[config.mk]
export PLATFORM = sky130hd
export DESIGN_NAME = bp_be_dcache_resp_scoreboard_flat
export DESIGN_NICKNAME = d
export VERILOG_FILES = /design/src/rtl/bp_be_dcache_resp_scoreboard_pkg.sv /design/src/rtl/bp_be_dcache_resp_scoreboard_if.sv /design/src/rtl/bp_be_scoreboard_lfsr.sv /design/src/rtl/bp_be_dcache_resp_scoreboard.sv /design/src/flat_wrapper.sv
export SDC_FILE = /design/constraint.sdc
export NUM_CORES = 1
export LEC_CHECK = 0
export BUFFER_PORTS_ARGS = -buffer_cell sky130_fd_sc_hd__buf_2
export CAP_MARGIN = 20
export CORE_AREA = 2 2 305 307
export DETAILED_ROUTE_END_ITERATION = 7
export DIE_AREA = 0 0 307 309
export GPL_ROUTABILITY_DRIVEN = 1
export GPL_TIMING_DRIVEN = 0
export SLEW_MARGIN = 30
export SYNTH_ARGS = -nofsm -noshare
export SYNTH_HDL_FRONTEND = slang
export SYNTH_HIERARCHICAL = 1
export SYNTH_MEMORY_MAX_BITS = 65536
export SYNTH_SLANG_ARGS = --single-unit
[constraint.sdc]
create_clock -name clk_i -period 7.2 [get_ports clk_i]
set_input_delay 0 -clock clk_i [delete_from_list [all_inputs] [get_ports clk_i]]
set_output_delay 0 -clock clk_i [all_outputs]
set_load 0.02 [all_outputs]
[src/rtl/bp_be_dcache_resp_scoreboard_pkg.sv]
// rtl/bp_be_dcache_resp_scoreboard_pkg.sv - shared types and helpers for the dcache response scoreboard
package bp_be_dcache_resp_scoreboard_pkg;

    // Fibonacci taps 16/14/13/11 expressed as state bits 15/13/12/10
    localparam logic [15:0] lfsr16_taps_lp = 16'hB400;

    // Entries are stored at the widest supported size; narrower instances zero-extend
    localparam int max_data_width_lp = 512;
    localparam int max_mask_width_lp = max_data_width_lp / 8;

    typedef struct packed {
        logic [max_data_width_lp-1:0] data;
        logic [max_mask_width_lp-1:0] mask;
    } sb_entry_s;

    function automatic logic [max_data_width_lp-1:0] expand_byte_mask(
        input logic [max_mask_width_lp-1:0] byte_mask
    );
        logic [max_data_width_lp-1:0] bit_mask;
        bit_mask = '0;
        for (int i = 0; i < max_mask_width_lp; i++) begin
            bit_mask[8*i +: 8] = {8{byte_mask[i]}};
        end
        return bit_mask;
    endfunction

endpackage

[src/rtl/bp_be_dcache_resp_scoreboard_if.sv]
// rtl/bp_be_dcache_resp_scoreboard_if.sv - expectation and response channels of the scoreboard
interface bp_be_dcache_resp_scoreboard_if #(
    parameter int data_width_p = 64
);
    logic                      exp_v_i;
    logic [data_width_p-1:0]   exp_data_i;
    logic [data_width_p/8-1:0] exp_mask_i;
    logic                      exp_ready_o;
    logic                      resp_v_i;
    logic [data_width_p-1:0]   resp_data_i;
    logic                      resp_ready_o;

    modport master (
        output exp_v_i, exp_data_i, exp_mask_i, resp_v_i, resp_data_i,
        input  exp_ready_o, resp_ready_o
    );

    modport slave (
        input  exp_v_i, exp_data_i, exp_mask_i, resp_v_i, resp_data_i,
        output exp_ready_o, resp_ready_o
    );
endinterface

[src/rtl/bp_be_scoreboard_lfsr.sv]
// rtl/bp_be_scoreboard_lfsr.sv - free-running 16-bit Fibonacci LFSR for response throttling
module bp_be_scoreboard_lfsr
    import bp_be_dcache_resp_scoreboard_pkg::*;
#(
    parameter logic [15:0] seed_p = 16'hACE1
) (
    input  logic        clk_i,
    input  logic        reset_n_i,
    output logic [15:0] state_o
);

    logic feedback;

    assign feedback = ^(state_o & lfsr16_taps_lp);

    always_ff @(posedge clk_i or negedge reset_n_i) begin
        if (!reset_n_i) begin
            state_o <= seed_p;
        end else begin
            state_o <= {state_o[14:0], feedback};
        end
    end

endmodule

[src/rtl/bp_be_dcache_resp_scoreboard.sv]
// rtl/bp_be_dcache_resp_scoreboard.sv - in-order masked-compare response scoreboard with throttle and watchdog
module bp_be_dcache_resp_scoreboard
    import bp_be_dcache_resp_scoreboard_pkg::*;
#(
    parameter int          data_width_p      = 64,
    parameter int          els_p             = 8,
    parameter int          stall_mode_p      = 1,
    parameter int          max_stall_p       = 15,
    parameter int          watchdog_cycles_p = 65535,
    parameter logic [15:0] seed_p            = 16'hACE1
) (
    input  logic                        clk_i,
    input  logic                        reset_n_i,
    input  logic                        clear_i,
    bp_be_dcache_resp_scoreboard_if.slave sb_if,
    output logic [$clog2(els_p+1)-1:0]  outstanding_o,
    output logic                        mismatch_v_o,
    output logic [31:0]                 match_count_o,
    output logic [15:0]                 mismatch_count_o,
    output logic                        underflow_o,
    output logic                        timeout_o
);

    localparam int ptr_w_lp   = $clog2(els_p);
    localparam int stall_w_lp = $clog2(max_stall_p + 1);
    localparam int wd_w_lp    = $clog2(watchdog_cycles_p + 1);

    // Pointers carry one extra wrap bit so full and empty are distinguishable
    logic [ptr_w_lp:0]   wptr_r, rptr_r;
    sb_entry_s           buf_r [els_p];
    sb_entry_s           entry_in, head;
    logic [stall_w_lp-1:0] stall_cnt_r, stall_next;
    logic [wd_w_lp-1:0]  wd_cnt_r, wd_next;
    logic [15:0]         lfsr_state;
    logic [14:0]         lfsr_unused;
    logic                lfsr_lsb;
    logic                full, empty, resp_ready, push, pop, underflow_evt, mismatch;

    bp_be_scoreboard_lfsr #(.seed_p(seed_p)) u_lfsr (
        .clk_i     (clk_i),
        .reset_n_i (reset_n_i),
        .state_o   (lfsr_state)
    );

    assign {lfsr_unused, lfsr_lsb} = lfsr_state;

    assign empty = (wptr_r == rptr_r);
    assign full  = (wptr_r[ptr_w_lp] != rptr_r[ptr_w_lp])
                && (wptr_r[ptr_w_lp-1:0] == rptr_r[ptr_w_lp-1:0]);

    // Ready is forced once a stall run reaches max_stall_p, bounding starvation
    assign resp_ready = (stall_mode_p == 0) ? 1'b1
                      : (lfsr_lsb | (stall_cnt_r == stall_w_lp'(max_stall_p)));

    assign sb_if.exp_ready_o  = ~full;
    assign sb_if.resp_ready_o = resp_ready;
    assign outstanding_o      = $bits(outstanding_o)'(wptr_r - rptr_r);

    always_comb begin
        entry_in      = '0;
        entry_in.data = max_data_width_lp'(sb_if.exp_data_i);
        entry_in.mask = max_mask_width_lp'(sb_if.exp_mask_i);
        head          = buf_r[rptr_r[ptr_w_lp-1:0]];
        push          = sb_if.exp_v_i & ~full;
        pop           = sb_if.resp_v_i & resp_ready & ~empty;
        underflow_evt = sb_if.resp_v_i & resp_ready & empty;
        mismatch      = |((max_data_width_lp'(sb_if.resp_data_i) ^ head.data)
                          & expand_byte_mask(head.mask));

        stall_next = '0;
        if (!clear_i && sb_if.resp_v_i && !resp_ready) begin
            stall_next = stall_cnt_r + 1'b1;
        end

        wd_next = '0;
        if (!clear_i && !empty && !pop) begin
            wd_next = (wd_cnt_r == wd_w_lp'(watchdog_cycles_p)) ? wd_cnt_r : wd_cnt_r + 1'b1;
        end
    end

    // Entry storage needs no reset: the pointers alone define validity
    always_ff @(posedge clk_i) begin
        if (push) begin
            buf_r[wptr_r[ptr_w_lp-1:0]] <= entry_in;
        end
    end

    always_ff @(posedge clk_i or negedge reset_n_i) begin
        if (!reset_n_i) begin
            wptr_r           <= '0;
            rptr_r           <= '0;
            stall_cnt_r      <= '0;
            wd_cnt_r         <= '0;
            mismatch_v_o     <= 1'b0;
            match_count_o    <= '0;
            mismatch_count_o <= '0;
            underflow_o      <= 1'b0;
            timeout_o        <= 1'b0;
        end else begin
            if (push) wptr_r <= wptr_r + 1'b1;
            if (pop)  rptr_r <= rptr_r + 1'b1;
            stall_cnt_r <= stall_next;
            wd_cnt_r    <= wd_next;
            if (clear_i) begin
                mismatch_v_o     <= 1'b0;
                match_count_o    <= '0;
                mismatch_count_o <= '0;
                underflow_o      <= 1'b0;
                timeout_o        <= 1'b0;
            end else begin
                mismatch_v_o <= pop & mismatch;
                if (pop && !mismatch && (match_count_o != '1)) begin
                    match_count_o <= match_count_o + 1'b1;
                end
                if (pop && mismatch && (mismatch_count_o != '1)) begin
                    mismatch_count_o <= mismatch_count_o + 1'b1;
                end
                if (underflow_evt) underflow_o <= 1'b1;
                if (wd_next == wd_w_lp'(watchdog_cycles_p)) timeout_o <= 1'b1;
            end
        end
    end

endmodule
[src/flat_wrapper.sv]
// flat-port wrapper written by rule: the top's interface ports become plain ports
module bp_be_dcache_resp_scoreboard_flat import bp_be_dcache_resp_scoreboard_pkg::*;
#(
    parameter int          data_width_p      = 64,
    parameter int          els_p             = 8,
    parameter int          stall_mode_p      = 1,
    parameter int          max_stall_p       = 15,
    parameter int          watchdog_cycles_p = 65535,
    parameter logic [15:0] seed_p            = 16'hACE1
)
  (clk_i, reset_n_i, clear_i, outstanding_o, mismatch_v_o, match_count_o, mismatch_count_o, underflow_o, timeout_o, sb_if_exp_v_i, sb_if_exp_data_i, sb_if_exp_mask_i, sb_if_resp_v_i, sb_if_resp_data_i, sb_if_exp_ready_o, sb_if_resp_ready_o);
  bp_be_dcache_resp_scoreboard_if #(.data_width_p(data_width_p)) sb_if_i ();
  input  logic clk_i;
  input  logic reset_n_i;
  input  logic clear_i;
  output logic [$clog2(els_p+1)-1:0] outstanding_o;
  output logic mismatch_v_o;
  output logic [31:0] match_count_o;
  output logic [15:0] mismatch_count_o;
  output logic underflow_o;
  output logic timeout_o;
  input wire logic [$bits(sb_if_i.exp_v_i)-1:0] sb_if_exp_v_i;
  input wire logic [$bits(sb_if_i.exp_data_i)-1:0] sb_if_exp_data_i;
  input wire logic [$bits(sb_if_i.exp_mask_i)-1:0] sb_if_exp_mask_i;
  input wire logic [$bits(sb_if_i.resp_v_i)-1:0] sb_if_resp_v_i;
  input wire logic [$bits(sb_if_i.resp_data_i)-1:0] sb_if_resp_data_i;
  output wire logic [$bits(sb_if_i.exp_ready_o)-1:0] sb_if_exp_ready_o;
  output wire logic [$bits(sb_if_i.resp_ready_o)-1:0] sb_if_resp_ready_o;
  assign sb_if_i.exp_v_i = sb_if_exp_v_i;
  assign sb_if_i.exp_data_i = sb_if_exp_data_i;
  assign sb_if_i.exp_mask_i = sb_if_exp_mask_i;
  assign sb_if_i.resp_v_i = sb_if_resp_v_i;
  assign sb_if_i.resp_data_i = sb_if_resp_data_i;
  assign sb_if_exp_ready_o = sb_if_i.exp_ready_o;
  assign sb_if_resp_ready_o = sb_if_i.resp_ready_o;
  bp_be_dcache_resp_scoreboard #(.data_width_p(data_width_p), .els_p(els_p), .stall_mode_p(stall_mode_p), .max_stall_p(max_stall_p), .watchdog_cycles_p(watchdog_cycles_p), .seed_p(seed_p)) u_core (.clk_i(clk_i), .reset_n_i(reset_n_i), .clear_i(clear_i), .sb_if(sb_if_i), .outstanding_o(outstanding_o), .mismatch_v_o(mismatch_v_o), .match_count_o(match_count_o), .mismatch_count_o(mismatch_count_o), .underflow_o(underflow_o), .timeout_o(timeout_o));
endmodule
==> flow_metrics.tcl, run 1 <==
set metrics [dict create \
    area_added_between_synthesis_and_finish_pct 25.4 \
    timing.final.max_slew_violations 0 \
    floorplan.die_area_um2 94900 \
    total_power_mw 9.95 \
    hold_violations 0 \
    fill_cells 8497 \
    vias_per_cell 4.93 \
    drc 0 \
    antenna_violating_nets_post_route 0 \
    grt_pass1_vias 16200 \
    cap_violations 0 \
    grt_pass1_wl_um 107000 \
    outcome "completed" \
    period_share 0.789 \
    max_slew.worst_pin.slew_ns 0.939 \
    utilization 0.373 \
    critical_path.endpoint_type "flop" \
    place.port_buffers 196 \
    die_w_um 307 \
    first_pass_iters 5 \
    criticalPathCategory "flop to flop" \
    globalRouteOverflowTotal 0 \
    maxClockFrequency_mhz 176 \
    cts.path.max_buffers 3 \
    finish.net_count 2132 \
    r2r_slack_ns 1.52 \
    synth_nets 1732 \
    unique_cell_type_count_in_the_yosys_netlist 59 \
    final.setup.tns_ns 0 \
    synth-edff-count 576 \
    dr.first_iter.drc_count 1352 \
    clkLatencyLatePin_ns 0.65 \
    mostFrequentLayoutCells "sky130_fd_sc_hd__edfxtp_1, sky130_fd_sc_hd__buf_2, sky130_fd_sc_hd__mux2i_1" \
    clk_root_buffer_cell "sky130_fd_sc_hd__clkbuf_16" \
    synthesis.area_um2 27200 \
    rsz_0062_raised_after_global_routing "false" \
    dp_cells 3011 \
    synth-warning-count 6 \
    netlist_instances 1581 \
    synth_ff_type "sky130_fd_sc_hd__edfxtp_1" \
    worst-endpoint-required_ns 7.69 \
    dp_hpwl_um 52200 \
    final_layout_size_suffix_gt1_frac 0.252 \
    totalWireLength_um 74100 \
    worst-endpoint-arrival_ns 6.16 \
    rows 111 \
    path_cells "buf_2 -> buf_2 -> nand2b_1 -> clkbuf_1 -> o22ai_1 -> a221oi_1 -> xor2_1 -> nor4b_1 -> o22ai_1 -> nor4_4 -> nand2_2 -> clkbuf_1 -> clkbuf_1 -> o31ai_1 -> a21oi_1" \
    io_pins 198 \
    cts_htree_levels 3 \
    grt_antenna_before_repair 18 \
    timing.critical_path.max_delay_family "simple AND/OR/NAND/NOR gates" \
    numClockSinks 671 \
    clk_pin_slew_worst_paths_ns 0.06 \
    final_critical_path_required_period_ns 5.68 \
    slowest_delay_ns 0.79 \
    cts_setup_buffers 0 \
    critical-path-top-cell-by-count "sky130_fd_sc_hd__clkbuf_1" \
    hold_path.class "primary input to flop" \
    routedWlPerCell_um 23.0 \
    power.ir.vdd_worst_uv 290 \
    core_area_um2 91400 \
    layout.cells.most_common "sky130_fd_sc_hd__edfxtp_1" \
    vias 15900 \
    setup-violations-final 0 \
    cpMaxStageDelayCell "sky130_fd_sc_hd__nor4b_1" \
    cts_tree "done" \
    slew-limit-headroom 0.374 \
    p_leak_nw 12.3 \
    floorplan.initialDensity 0.298 \
    power_per_cell_area_nw_per_um2 292 \
    ys_async_sr_fraction 0.142 \
    worst-path-max-fanout 10 \
    die_height_um 309 \
    synth.ff_latch_count 671 \
    critical_path_buf_inv_count 5 \
    area_of_the_multi_input_gates_um2 7170 \
    startpoint_type "flop" \
    finalHoldWorstSlack_ns 0.155 \
    routabilityCongestion 0.807 \
    grt_usage 0.154 \
    largest_net_degree_at_the_start_of_global_routing 67 \
    synth-seq-area-share 0.723 \
    instances_no_fill 3227 \
    skew_ns 0.0529 \
    seqCellArea_um2 19700 \
    syn_avg_cell_area_um2 17.2 \
    cts-buffers-inserted 76 \
]
==> Yosys cell counts (10+ instances only) <==
library cell	n	area share
sky130_fd_sc_hd__inv_1	19	0.0026
sky130_fd_sc_hd__buf_2	26	0.0048
sky130_fd_sc_hd__edfxtp_1	576	0.64
sky130_fd_sc_hd__o31ai_1	10	0.0028
sky130_fd_sc_hd__nand3_1	36	0.0066
sky130_fd_sc_hd__mux2i_1	166	0.061
sky130_fd_sc_hd__mux4_2	66	0.055
sky130_fd_sc_hd__dfrtp_1	87	0.080
sky130_fd_sc_hd__clkbuf_1	27	0.0037
sky130_fd_sc_hd__a22oi_1	42	0.012
sky130_fd_sc_hd__or4_1	12	0.0033
sky130_fd_sc_hd__a22o_1	12	0.0039
sky130_fd_sc_hd__nor2_1	66	0.0091
sky130_fd_sc_hd__o22ai_1	25	0.0057
sky130_fd_sc_hd__a221oi_1	10	0.0032
sky130_fd_sc_hd__or3_1	16	0.0037
sky130_fd_sc_hd__xor2_1	56	0.018
sky130_fd_sc_hd__mux2_2	29	0.012
sky130_fd_sc_hd__xnor2_1	15	0.0048
sky130_fd_sc_hd__nor2b_1	15	0.0034
sky130_fd_sc_hd__nand2_1	37	0.0051
sky130_fd_sc_hd__nand4_1	16	0.0037
sky130_fd_sc_hd__and3_1	38	0.0087
sky130_fd_sc_hd__o21ai_0	17	0.0031
sky130_fd_sc_hd__a21oi_1	46	0.0085
==> timing repair <==
action                    4_1_cts  5_1_grt
hold endpoints to repair      681        0
hold buffers                   78        0
resized for setup               0        0
==> report_power, final <==
group | switching [mW] | internal, mW
combinational | 0.772 | 0.509
clock | 1.60 | 2.23
sequential | 0.113 | 4.72
total | 2.49 | 7.46
==> final timing paths <==
path,depth (start not counted),startpoint,endpoint
setup / recovery,15,u_core/rptr_r[1]$_DFFE_PN0P_,u_core/match_count_o[30]$_DFFE_PN0P_
hold / removal,2,sb_if_exp_data_i[36],u_core/buf_r[6][44]$_DFFE_PP_
setup reg to reg,15,u_core/rptr_r[1]$_DFFE_PN0P_,u_core/match_count_o[30]$_DFFE_PN0P_
hold reg to reg,0,u_core/u_lfsr/state_o[2]$_DFF_PN0_,u_core/u_lfsr/state_o[3]$_DFF_PN0_
max in group asynchronous,4,reset_n_i,u_core/wptr_r[3]$_DFFE_PN0P_
min in group asynchronous,4,reset_n_i,u_core/u_lfsr/state_o[14]$_DFF_PN0_
==> through the flow <==
stage,setup slack (ns),area (um2)
finish,1.52,34100
floorplan,1.15,27200
detailed placement,1.52,30800
global route,1.29,34100
global placement,-3.57,29700
CTS,1.54,34100
==> area by class of cell <==
| type | instances | area share |
|---|---|---|
| Antenna cell | 2 | 0.000147 |
| Tap cell | 1186 | 0.0435 |
| Clock buffer | 95 | 0.0590 |
| Sequential cell | 671 | 0.577 |
| Clock inverter | 41 | 0.0144 |
| Timing Repair Buffer | 322 | 0.0835 |
| Inverter | 20 | 0.00220 |
| Buffer | 70 | 0.0104 |
| Multi-Input combinational cell | 820 | 0.210 |
==> flip-flops by register name, summed over array words and instances (netlist names) <==
register	flops
u_core/timeout_o	1
u_core/stall_cnt_r	4
u_core/rptr_r	4
u_core/match_count_o	32
u_core/wd_cnt_r	16
u_core/mismatch_v_o	1
u_core/underflow_o	1
u_core/mismatch_count_o	16
u_core/u_lfsr/state_o	16
u_core/wptr_r	4
u_core/buf_r	576
==> logic make-up after synthesis <==
family,share of synthesized area
XOR/XNOR,0.0229
multiplexers,0.131
AND/OR/NAND/NOR,0.0553
buffers and inverters,0.0157
AO/OA/AOI/OAI,0.0464
adder cells (fa/ha/maj),0.00487
flip-flops,0.723
==> metal layers <==
metal | global-route usage | up-vias | routed length [um]
met2 | 0.253 | 491 | 35700
met3 | 0.0385 | 121 | 4600
met1 | 0.201 | 8210 | 31800
met5 | 0 | - | 69
li1 | - | 7080 | -
met4 | 0.0450 | 12 | 1920
==> worst reg2reg max path: cells and delay by family, from the launching register on <==
kind | cells | cell delay, ns
simple gates | 4 | 1.96
compound gates | 5 | 1.37
xor+xnor | 1 | 0.18
buf+inv | 5 | 1.60
flops | 1 | 0.45
(Power assumes the default switching activity.)
==> inputs of run 2 (changes only) <==
clock period = 5.73 ns   (was 7.2 ns; I/O delays follow)
==> run 2 against run 1 <==
Count of clock-buffer cells in the layout shrank 1. Critical endpoint unchanged. Largest power group unchanged. Non-clock buffer count rose by 1. Die area did not move.
==> flow_metrics.tcl, run 2 (synthesis results as in run 1) <==
set metrics [dict create \
    outcome "completed" \
    worst-path-max-fanout 11 \
    slew-limit-headroom 0.310 \
    largest_register_ffs 576 \
    cts_htree_levels 3 \
    p_leak_nw 12.2 \
    grt_antenna_before_repair 21 \
    period_share 0.935 \
    numClockSinks 671 \
    first_pass_iters 5 \
    drc 0 \
    cts_tree "done" \
    power_per_cell_area_nw_per_um2 357 \
    worst-endpoint-arrival_ns 5.84 \
    maxClockFrequency_mhz 187 \
    globalRouteOverflowTotal 0 \
    core_area_um2 91400 \
    worst-endpoint-required_ns 6.21 \
    cts-buffers-inserted 73 \
    sequentialPowerShare 0.502 \
    rows 111 \
    dr.first_iter.drc_count 1424 \
    clk_pin_slew_worst_paths_ns 0.06 \
    vias_per_cell 4.92 \
    combinationalPowerShare 0.132 \
    dp_hpwl_um 52100 \
    mostFrequentLayoutCells "sky130_fd_sc_hd__edfxtp_1, sky130_fd_sc_hd__buf_2, sky130_fd_sc_hd__mux2i_1" \
    cts_setup_buffers 0 \
    finish.net_count 2130 \
    clk_root_buffer_cell "sky130_fd_sc_hd__clkbuf_16" \
    floorplan.die_area_um2 94900 \
    routabilityCongestion 0.833 \
    totalWireLength_um 72700 \
    startpoint_type "flop" \
    clkLatencyLatePin_ns 0.62 \
    place.port_buffers 196 \
    hold_path.class "primary input to flop" \
    clock_power_share 0.366 \
    cts.path.max_buffers 3 \
    power.internal_mw 9.12 \
    setup-violations-final 0 \
    utilization 0.371 \
    total_power_mw 12.1 \
    post_dp_cell_area_um2 30800 \
    routedWlPerCell_um 22.5 \
    max_slew.worst_pin.slew_ns 1.03 \
    grt_pass1_vias 16000 \
    layout.cells.most_common "sky130_fd_sc_hd__edfxtp_1" \
    power.switching_fraction 0.246 \
    antenna_violating_nets_post_route 0 \
    grt_usage 0.152 \
    io_pins 198 \
    die_height_um 309 \
    cap_violations 0 \
    skew_ns 0.0211 \
    critical_path.endpoint_type "flop" \
    power.ir.vdd_worst_uv 241 \
    vias 15900 \
    switchingPower_mw 2.98 \
    hold_violations 0 \
    final_layout_size_suffix_gt1_frac 0.247 \
    post-route-cell-area_um2 33900 \
    grt_pass1_wl_um 106000 \
    largest_net_degree_at_the_start_of_global_routing 47 \
    area_added_between_synthesis_and_finish_pct 24.5 \
    timing.final.max_slew_violations 0 \
    rsz_0062_raised_after_global_routing "false" \
    die_w_um 307 \
    floorplan.initialDensity 0.298 \
    criticalPathCategory "flop to flop" \
    final_critical_path_required_period_ns 5.36 \
]
==> run 2: layer usage <==
layer  track usage  part of all wire  vias up
li1              -                 -     7100
met1         0.201              0.42     8136
met2         0.255              0.49      511
met3        0.0356             0.072       95
met4        0.0358             0.017       20
met5             0            0.0017        -
==> run 2: worst max-delay path, cell delays in order (launching register included) <==
cell and delay (ns):
sky130_fd_sc_hd__dfrtp_1 0.46, sky130_fd_sc_hd__buf_2 0.27, sky130_fd_sc_hd__buf_6 0.24, sky130_fd_sc_hd__buf_4 0.32, sky130_fd_sc_hd__mux4_2 0.54, sky130_fd_sc_hd__mux2i_1 0.17
sky130_fd_sc_hd__xor2_1 0.19, sky130_fd_sc_hd__nand4_1 0.28, sky130_fd_sc_hd__nor4_1 0.72, sky130_fd_sc_hd__o22ai_1 0.25, sky130_fd_sc_hd__nor4_4 0.53, sky130_fd_sc_hd__nand2_2 0.21
sky130_fd_sc_hd__clkbuf_1 0.26, sky130_fd_sc_hd__clkbuf_1 0.33, sky130_fd_sc_hd__o31ai_1 0.33, sky130_fd_sc_hd__a21oi_1 0.10
==> run 2: power groups by stage <==
stage               clock network (mW)  logic (mW)  registers, mW
floorplan                            0       0.691           6.19
global placement                     0        1.21           6.29
detailed placement                   0        1.56           6.17
CTS                               4.55        1.63           6.08
global route                      4.73        1.71           6.11
finish                            4.43        1.60           6.07
==> run 2: area by class of cell <==
class                           instances  area, um2
Buffer                                 70        355
Timing Repair Buffer                  323       2820
Clock inverter                         33        327
Tap cell                             1186       1480
Antenna cell                            6       15.0
Sequential cell                       671      19700
Clock buffer                           94       1940
Inverter                               20       75.1
Multi-Input combinational cell        820       7170
Fill cell                            8474      57500
==> run 2: worst paths after layout <==
path,from,slack (ns),cells after the start,endpoint
min in group asynchronous,reset_n_i,0.52,3,u_core/u_lfsr/state_o[0]$_DFF_PN1_
min,clear_i,0.03,3,u_core/match_count_o[12]$_DFFE_PN0P_
max reg2reg,u_core/rptr_r[0]$_DFFE_PN0P_,0.37,15,u_core/match_count_o[30]$_DFFE_PN0P_
min reg2reg,u_core/u_lfsr/state_o[3]$_DFF_PN0_,0.34,0,u_core/u_lfsr/state_o[4]$_DFF_PN0_
max in group asynchronous,reset_n_i,4.93,4,u_core/wptr_r[3]$_DFFE_PN0P_
max,u_core/rptr_r[0]$_DFFE_PN0P_,0.37,15,u_core/match_count_o[30]$_DFFE_PN0P_
==> run 2: what timing repair did <==
action                                  CTS  global route
endpoints found under the hold margin   679             0
resized for setup                         0             1
endpoints found under the setup margin    0            12
hold buffers                             77             0
==> run 2: stage by stage <==
| stage | hold slack [ns] | setup TNS (ns) | worst slack (ns) | instances |
|---|---|---|---|---|
| finish | 0.0331 | 0 | 0.372 | 3223 |
| global route | 0.0430 | 0 | 0.0754 | 3220 |
| CTS | 0.000687 | 0 | 0.125 | 3217 |
| detailed placement | -0.0277 | 0 | 0.159 | 3013 |
| global placement | 0.257 | -2438.50 | -4.94 | 2963 |
| floorplan | -0.296 | -99.65 | -0.280 | 1581 |
